$ cat src/rtl/jt12_acc_pkg.sv
// Shared helpers for the JT12 stereo frame accumulator: algorithm sum decode,
// generic saturation and external-sample alignment.
package jt12_acc_pkg;

  localparam int FRAME_SLOTS = 24;

  // Which operator slots are carriers, and so reach the output, for each algorithm
  function automatic logic alg_sum_en(input logic [2:0] alg, input logic s1,
                                      input logic s2, input logic s4);
    case (alg)
      3'd4:       return s2 | s4;
      3'd5, 3'd6: return ~s1;
      3'd7:       return 1'b1;
      default:    return s4;
    endcase
  endfunction

  function automatic logic signed [31:0] sat(input logic signed [31:0] val, input int width);
    logic signed [31:0] mx, mn;
    mx = (32'sd1 <<< (width - 1)) - 32'sd1;
    mn = -mx - 32'sd1;
    if (val > mx) return mx;
    if (val < mn) return mn;
    return val;
  endfunction

  // Shift wraps at 'width' bits (the accumulator width); >>>2 gives headroom
  function automatic logic signed [31:0] ext_align(input logic signed [31:0] ext,
                                                   input logic [2:0] sh, input int width);
    logic signed [31:0] v;
    v = ext <<< sh;
    v = (v <<< (32 - width)) >>> (32 - width);
    return v >>> 2;
  endfunction

endpackage

$ cat src/rtl/jt12_mix_lane.sv
// One output side: adds external streams to the gated FM term, keeps the
// saturating frame accumulator, sticky clip flag and registered output.
module jt12_mix_lane
  import jt12_acc_pkg::*;
#(
  parameter int EXTW = 16,
  parameter int NEXT = 2,
  parameter int WACC = 19,
  parameter int WOUT = 16
) (
  input  logic                   clk,
  input  logic                   rst_n,
  input  logic                   i_cen,
  input  logic                   i_zero,
  input  logic signed [WACC-1:0] i_fm,
  input  logic [NEXT*EXTW-1:0]   i_ext,
  input  logic [NEXT*3-1:0]      i_sh,
  input  logic [NEXT-1:0]        i_hit,
  output logic [WOUT-1:0]        o_out,
  output logic                   o_clip
);

  logic signed [WACC-1:0] r_acc;
  logic                   r_sticky;
  logic [WOUT-1:0]        r_out;
  logic                   r_clip;
  logic signed [31:0]     w_sum, w_tot, w_nx, w_osat;

  always_comb begin
    w_sum = 32'(i_fm);
    for (int i = 0; i < NEXT; i++)
      if (i_hit[i])
        w_sum = w_sum + ext_align(32'($signed(i_ext[i*EXTW +: EXTW])), i_sh[i*3 +: 3], WACC);
    // The zero slot opens the new frame instead of adding to the old one
    w_tot  = (i_zero ? 32'sd0 : 32'(r_acc)) + w_sum;
    w_nx   = sat(w_tot, WACC);
    w_osat = sat(32'(r_acc), WOUT);
  end

  always_ff @(posedge clk or negedge rst_n) begin
    if (!rst_n) begin
      r_acc    <= '0;
      r_sticky <= 1'b0;
      r_out    <= '0;
      r_clip   <= 1'b0;
    end else if (i_cen) begin
      r_acc    <= w_nx[WACC-1:0];
      r_sticky <= (r_sticky & ~i_zero) | (w_nx != w_tot);
      if (i_zero) begin
        r_out  <= w_osat[WOUT-1:0];
        r_clip <= r_sticky | (w_osat != 32'(r_acc));
      end
    end
  end

  assign o_out  = r_out;
  assign o_clip = r_clip;

endmodule

$ cat src/rtl/jt12_mix_acc.sv
// Stereo frame accumulator for JT12/JT10: FM carriers plus NEXT external streams.
// Optional peak meters enabled with JT12_ACC_PEAK_EN.
module jt12_mix_acc
  import jt12_acc_pkg::*;
#(
  parameter int WIN  = 14,
  parameter int EXTW = 16,
  parameter int NEXT = 2,
  parameter int WACC = 19,
  parameter int WOUT = 16
) (
  input  logic                 clk,
  input  logic                 rst_n,
  input  logic                 i_clk_en,
  input  logic [WIN-1:0]       i_op_result,
  input  logic [1:0]           i_rl,
  input  logic [2:0]           i_alg,
  input  logic                 i_s1_enters,
  input  logic                 i_s2_enters,
  input  logic                 i_s3_enters,
  input  logic                 i_s4_enters,
  input  logic [2:0]           i_cur_ch,
  input  logic [1:0]           i_cur_op,
  input  logic                 i_zero,
  input  logic [NEXT*EXTW-1:0] i_ext_l,
  input  logic [NEXT*EXTW-1:0] i_ext_r,
  input  logic [NEXT*3-1:0]    i_ext_ch,
  input  logic [NEXT*3-1:0]    i_ext_sh,
  input  logic [NEXT-1:0]      i_ext_rep,
  input  logic [NEXT-1:0]      i_ext_mute,
`ifdef JT12_ACC_PEAK_EN
  input  logic                 i_peak_clr,
  output logic [WOUT-2:0]      o_peak_l,
  output logic [WOUT-2:0]      o_peak_r,
`endif
  output logic [WOUT-1:0]      o_left,
  output logic [WOUT-1:0]      o_right,
  output logic                 o_out_valid,
  output logic                 o_clip_l,
  output logic                 o_clip_r
);

  logic                         w_sum_en, w_drop, w_unused_s3;
  logic [NEXT-1:0]              w_hit;
  logic signed [WACC-1:0]       w_fm_sx;
  logic [1:0][WACC-1:0]         w_fm;
  logic [1:0][NEXT*EXTW-1:0]    w_ext;
  logic [1:0][WOUT-1:0]         w_out;
  logic [1:0]                   w_clip;
  logic                         r_primed, r_out_valid;

  assign w_unused_s3 = i_s3_enters;
  assign w_sum_en    = alg_sum_en(i_alg, i_s1_enters, i_s2_enters, i_s4_enters);
  assign w_fm_sx     = WACC'($signed(i_op_result));

  always_comb begin
    for (int i = 0; i < NEXT; i++)
      w_hit[i] = (i_cur_op == 2'd0) && (i_cur_ch == i_ext_ch[i*3 +: 3]) && !i_ext_mute[i];
    w_drop = |(w_hit & i_ext_rep);
    for (int s = 0; s < 2; s++)
      w_fm[s] = (w_sum_en && i_rl[s] && !w_drop) ? w_fm_sx : '0;
  end

  assign w_ext[1] = i_ext_l;
  assign w_ext[0] = i_ext_r;

  // Index 1 = left, 0 = right, matching the rl bit order
  for (genvar s = 0; s < 2; s++) begin : g_lane
    jt12_mix_lane #(.EXTW(EXTW), .NEXT(NEXT), .WACC(WACC), .WOUT(WOUT)) u_lane (
      .clk    (clk),
      .rst_n  (rst_n),
      .i_cen  (i_clk_en),
      .i_zero (i_zero),
      .i_fm   (w_fm[s]),
      .i_ext  (w_ext[s]),
      .i_sh   (i_ext_sh),
      .i_hit  (w_hit),
      .o_out  (w_out[s]),
      .o_clip (w_clip[s])
    );
  end

  // The first frame after reset is partial, so its sample is not announced
  always_ff @(posedge clk or negedge rst_n) begin
    if (!rst_n) begin
      r_primed    <= 1'b0;
      r_out_valid <= 1'b0;
    end else begin
      r_out_valid <= i_clk_en & i_zero & r_primed;
      if (i_clk_en && i_zero) r_primed <= 1'b1;
    end
  end

  assign o_left      = w_out[1];
  assign o_right     = w_out[0];
  assign o_clip_l    = w_clip[1];
  assign o_clip_r    = w_clip[0];
  assign o_out_valid = r_out_valid;

`ifdef JT12_ACC_PEAK_EN
  function automatic logic [WOUT-2:0] mag(input logic [WOUT-1:0] v);
    logic [WOUT-1:0] n;
    n = -v;
    if (!v[WOUT-1]) return v[WOUT-2:0];
    if (n[WOUT-1])  return '1;
    return n[WOUT-2:0];
  endfunction

  logic [WOUT-2:0] r_peak_l, r_peak_r, w_abs_l, w_abs_r;
  assign w_abs_l = mag(o_left);
  assign w_abs_r = mag(o_right);

  always_ff @(posedge clk or negedge rst_n) begin
    if (!rst_n) begin
      r_peak_l <= '0;
      r_peak_r <= '0;
    end else if (r_out_valid) begin
      if (w_abs_l > r_peak_l) r_peak_l <= w_abs_l;
      if (w_abs_r > r_peak_r) r_peak_r <= w_abs_r;
    end else if (i_peak_clr) begin
      r_peak_l <= '0;
      r_peak_r <= '0;
    end
  end

  assign o_peak_l = r_peak_l;
  assign o_peak_r = r_peak_r;
`endif

endmodule

$ cat config.mk
export PLATFORM = sky130hd
export DESIGN_NAME = jt12_mix_acc
export DESIGN_NICKNAME = d
export VERILOG_FILES = /design/src/rtl/jt12_acc_pkg.sv /design/src/rtl/jt12_mix_lane.sv /design/src/rtl/jt12_mix_acc.sv
export SDC_FILE = /design/constraint.sdc
export NUM_CORES = 1
export LEC_CHECK = 0
export ABC_CLOCK_PERIOD_IN_PS = 8300
export BUFFER_PORTS_ARGS = -buffer_cell sky130_fd_sc_hd__buf_2
export CORE_MARGIN = 10
export CORE_UTILIZATION = 25
export DETAILED_ROUTE_END_ITERATION = 10
export GPL_TIMING_DRIVEN = 0
export PLACE_DENSITY = 0.5
export SLEW_MARGIN = 5
export SYNTH_ARGS = -nofsm -noshare
export SYNTH_HDL_FRONTEND = slang
export SYNTH_SLANG_ARGS = --single-unit
$ cat constraint.sdc
create_clock -name clk -period 8.3 [get_ports clk]
set_clock_uncertainty 0.2 [all_clocks]
set_input_delay 0.415 -clock clk [delete_from_list [all_inputs] [get_ports clk]]
set_output_delay 0.415 -clock clk [all_outputs]
set_load 0.05 [all_outputs]
==> results_dict.tcl <==
set metrics [dict create \
    worst-path-buf-inv 7 \
    cpMaxStageDelayCell "or4_4" \
    fin_crit_ns 8.631 \
    power_frac_comb_pct 68.5 \
    grt_pass1_vias 15031 \
    grt_usage_pct 15.22 \
    antenna_found_initial 3 \
    die_y_um 261.1 \
    synth_area_mm2 0.01453 \
    synth_edf_count 0 \
    outcome "complete, but fails checks" \
    worst-path-max-fanout 9 \
    pre_cts_ws_ns -1.849 \
    hold_class "reg -> reg" \
    violations "setup timing" \
    totalWireLength_um 54520 \
    fin_crit_sh_pct 104.0 \
    clkPwrFrac_pct 13.3 \
    num_rows 88 \
    crit_arrival_ns 8.65 \
    grt.overflow.total 0 \
    path_clk_slew_ns 0.06 \
    synth_commonest_cells "nor2_1 (183), nand2_1 (159), a21oi_1 (148), ha_1 (138), o21ai_0 (119)" \
    tightest_slew_ns 1.274 \
    final_nets 2406 \
    portBuffers 140 \
    hold_violations 0 \
    grt_setup_unrepaired "yes" \
    regArea_mm2 0.001902 \
    drt-vias-per-instance 5.259 \
    dp_hpwl_um 44650 \
    ys_warn_count 0 \
    wl_per_cell_um 18.66 \
    cp-end-kind "register" \
    stdcell_count 2922 \
    clk_latency_ns 0.34 \
    setup_viol 33 \
    drt_pass1_iterations 5 \
    die_area_mm2 0.06817 \
    ys_async_sr_fraction_pct 100.0 \
    io_pins 147 \
    p_per_area_mw_per_mm2 166.6 \
    cts-root-buf "clkbuf_16" \
    drt_iter0_markers 969 \
    fillerInstances 6039 \
    clockBufferDepth 2 \
    vias 15366 \
    switching_share_pct 47.99 \
    clkSinkCount 76 \
    ys_top_cells_by_area "dfrtp_1 (13%), ha_1 (12%), a21oi_1 (5.1%), nor2_1 (4.7%), mux2_2 (4.1%)" \
    synth_flop_cell "dfrtp_1" \
    intPower_mw 1.636 \
    worstSetupPathType "in -> reg" \
    dp.cells 2810 \
    critical-path-top-delay-family "compound AO/OA/AOI/OAI gates" \
    ys_ff_latch 76 \
    synth_most_common_cell "nor2_1" \
    ant_nets 0 \
    h-tree-depth 3 \
    peakVddDrop_mv 0.1253 \
    core-area_mm2 0.05759 \
    ys_types 112 \
    relSlewSlack_pct 14.78 \
    route.detailed.drc 0 \
    multiInputGateArea_mm2 0.01335 \
    grt_max_degree 40 \
    cp_slowest_stage_delay_ns 0.58 \
    avgSynthCellArea_um2 7.632 \
    layout_setup_ws_ns -0.3311 \
    netlist_instances 1904 \
    slew_viol_final 0 \
    area_growth_pct 29.96 \
    grt_pass1_wl_um 83770 \
    sequentialPowerShare_pct 18.2 \
    fin_util_pct 32.79 \
    max_freq_ghz 0.1159 \
    initial_utilization_pct 25.23 \
    cp-start-kind "input pin" \
    synth_top_cell_by_area "dfrtp_1" \
    cpMostUsedCell "ha_4" \
    max-cap-violations 0 \
    die_w_um 261.1 \
    p_leak_nw 7.830 \
    cp.required_ns 8.32 \
    cts_tree "done" \
    place.gp.congestion 0.9225 \
    yosysSeqAreaShare_pct 13.09 \
    cts_inserted_buffers 9 \
    synth_top_area_share_pct 13.09 \
    switchingPower_mw 1.510 \
    drive_gt1_share_pct 28.49 \
    power_mw 3.146 \
    syn_nets 2160 \
]
==> worst register-to-register path, stage by stage, from the launching register on <==
cell and delay, ns:
dfrtp_1 0.41, inv_1 0.14, nor2_1 0.94, ha_1 0.39, clkbuf_4 0.18, o21ai_0 0.09, o21ai_1 0.12, buf_4 0.16
buf_4 0.12, buf_4 0.11, buf_4 0.12, a41oi_2 0.20, xnor2_2 0.16, nand4_1 0.11, or4_4 0.54, nor4_4 0.18
nand3b_1 0.17, ha_4 0.35, clkinv_4 0.12, a211oi_2 0.23, nor2_1 0.07
==> sequential cells by signal (all words and copies together), names as in the netlist <==
signal,cells
g_lane.u_lane.r_acc,38
g_lane.u_lane.o_out,32
g_lane.u_lane.o_clip,2
g_lane.u_lane.r_sticky,2
o_out_valid,1
r_primed,1
==> layer usage <==
layer / wire [µm] / part of all wire [%] / global-route usage, %
met1: 26180 / 48 / 21.11
met2: 24160 / 44 / 24.32
met3: 3289 / 6.0 / 2.705
met4: 875 / 1.6 / 3.050
met5: 18 / 0.033 / 0
==> repair_timing <==
item / CTS / global route
setup endpoints to repair: 40 / 40
endpoints found under the hold margin: 37 / 0
resized for setup: 204 / 111
hold buffers: 1 / 0
cloned: 3 / 1
pin swaps: 102 / 96
buffers inserted: 55 / 44
==> kinds of logic after synthesis <==
family | share of synthesized area [%]
adder cells (fa/ha/maj) | 12.92
multiplexers | 9.609
XOR/XNOR | 6.957
flip-flops | 13.09
AND/OR/NAND/NOR | 24.38
AO/OA/AOI/OAI | 28.53
buffers and inverters | 4.512
==> metrics by stage <==
step	hold WS, ns	instance area, µm²	setup TNS [ns]
final	0.2665	18880	-6.130
after detailed placement	0.2116	16410	-63.50
after global placement	0.2447	16390	-61.49
after global routing	0.2999	18880	-17.98
after CTS	0.2639	18100	-4.896
after floorplan	-0.08059	14730	0
==> power by group through the flow <==
stage | Clock (mW) | Sequential (mW) | Combinational [mW]
4_1_cts | 0.424 | 0.571 | 2.03
3_5_place_dp | 0 | 0.577 | 1.82
6_report | 0.418 | 0.572 | 2.16
3_3_place_gp | 0 | 0.576 | 1.80
5_1_grt | 0.441 | 0.588 | 2.35
2_1_floorplan | 0 | 0.651 | 1.28
==> final timing paths <==
kind / startpoint / endpoint / slack [ns] / cells past startpoint
worst max-delay path: i_alg[1] / g_lane[1].u_lane.r_acc[16]$_DFFE_PN0P_ / -0.33 / 41
worst min-delay path: r_primed$_DFFE_PN0P_ / r_primed$_DFFE_PN0P_ / 0.27 / 1
worst max register to register: g_lane[1].u_lane.r_acc[18]$_DFFE_PN0P_ / g_lane[1].u_lane.r_acc[16]$_DFFE_PN0P_ / 3.09 / 20
worst min register to register: r_primed$_DFFE_PN0P_ / r_primed$_DFFE_PN0P_ / 0.27 / 1
max in group asynchronous: rst_n / g_lane[1].u_lane.r_acc[0]$_DFFE_PN0P_ / 6.92 / 3
min in group asynchronous: rst_n / g_lane[1].u_lane.o_clip$_DFFE_PN0P_ / 0.39 / 2
==> final cells by class <==
type,instances,area share (%)
Inverter,75,1.590
Tap cell,765,5.069
Timing Repair Buffer,243,8.255
Sequential cell,76,10.07
Buffer,79,2.617
Clock inverter,5,0.4505
Antenna cell,2,0.02650
Multi-Input combinational cell,1666,70.69
Clock buffer,11,1.232
==> cells in the final DEF, fill, tap and decap left out, types with 19 or more instances in the layout <==
cell / Yosys / layout
nor2_1: 183 / 171
nand2_1: 159 / 146
buf_2: 4 / 139
a21oi_1: 148 / 122
ha_1: 138 / 110
buf_4: 2 / 98
o21ai_0: 119 / 84
dfrtp_1: 76 / 76
nor2b_1: 75 / 73
inv_1: 73 / 69
clkbuf_1: 76 / 55
xnor2_1: 66 / 55
mux2_2: 53 / 50
mux2i_1: 51 / 48
a21o_1: 47 / 47
xor2_1: 40 / 38
nand3_1: 42 / 38
o22a_1: 33 / 33
nor3_1: 41 / 33
nand2b_1: 29 / 29
o21ai_1: 16 / 29
and2_1: 36 / 28
nand4_1: 23 / 23
a21oi_2: 1 / 22
a31oi_1: 27 / 22
ha_4: 0 / 22
o21ai_2: 0 / 19
Note: power is estimated with default switching activity, not from simulation.
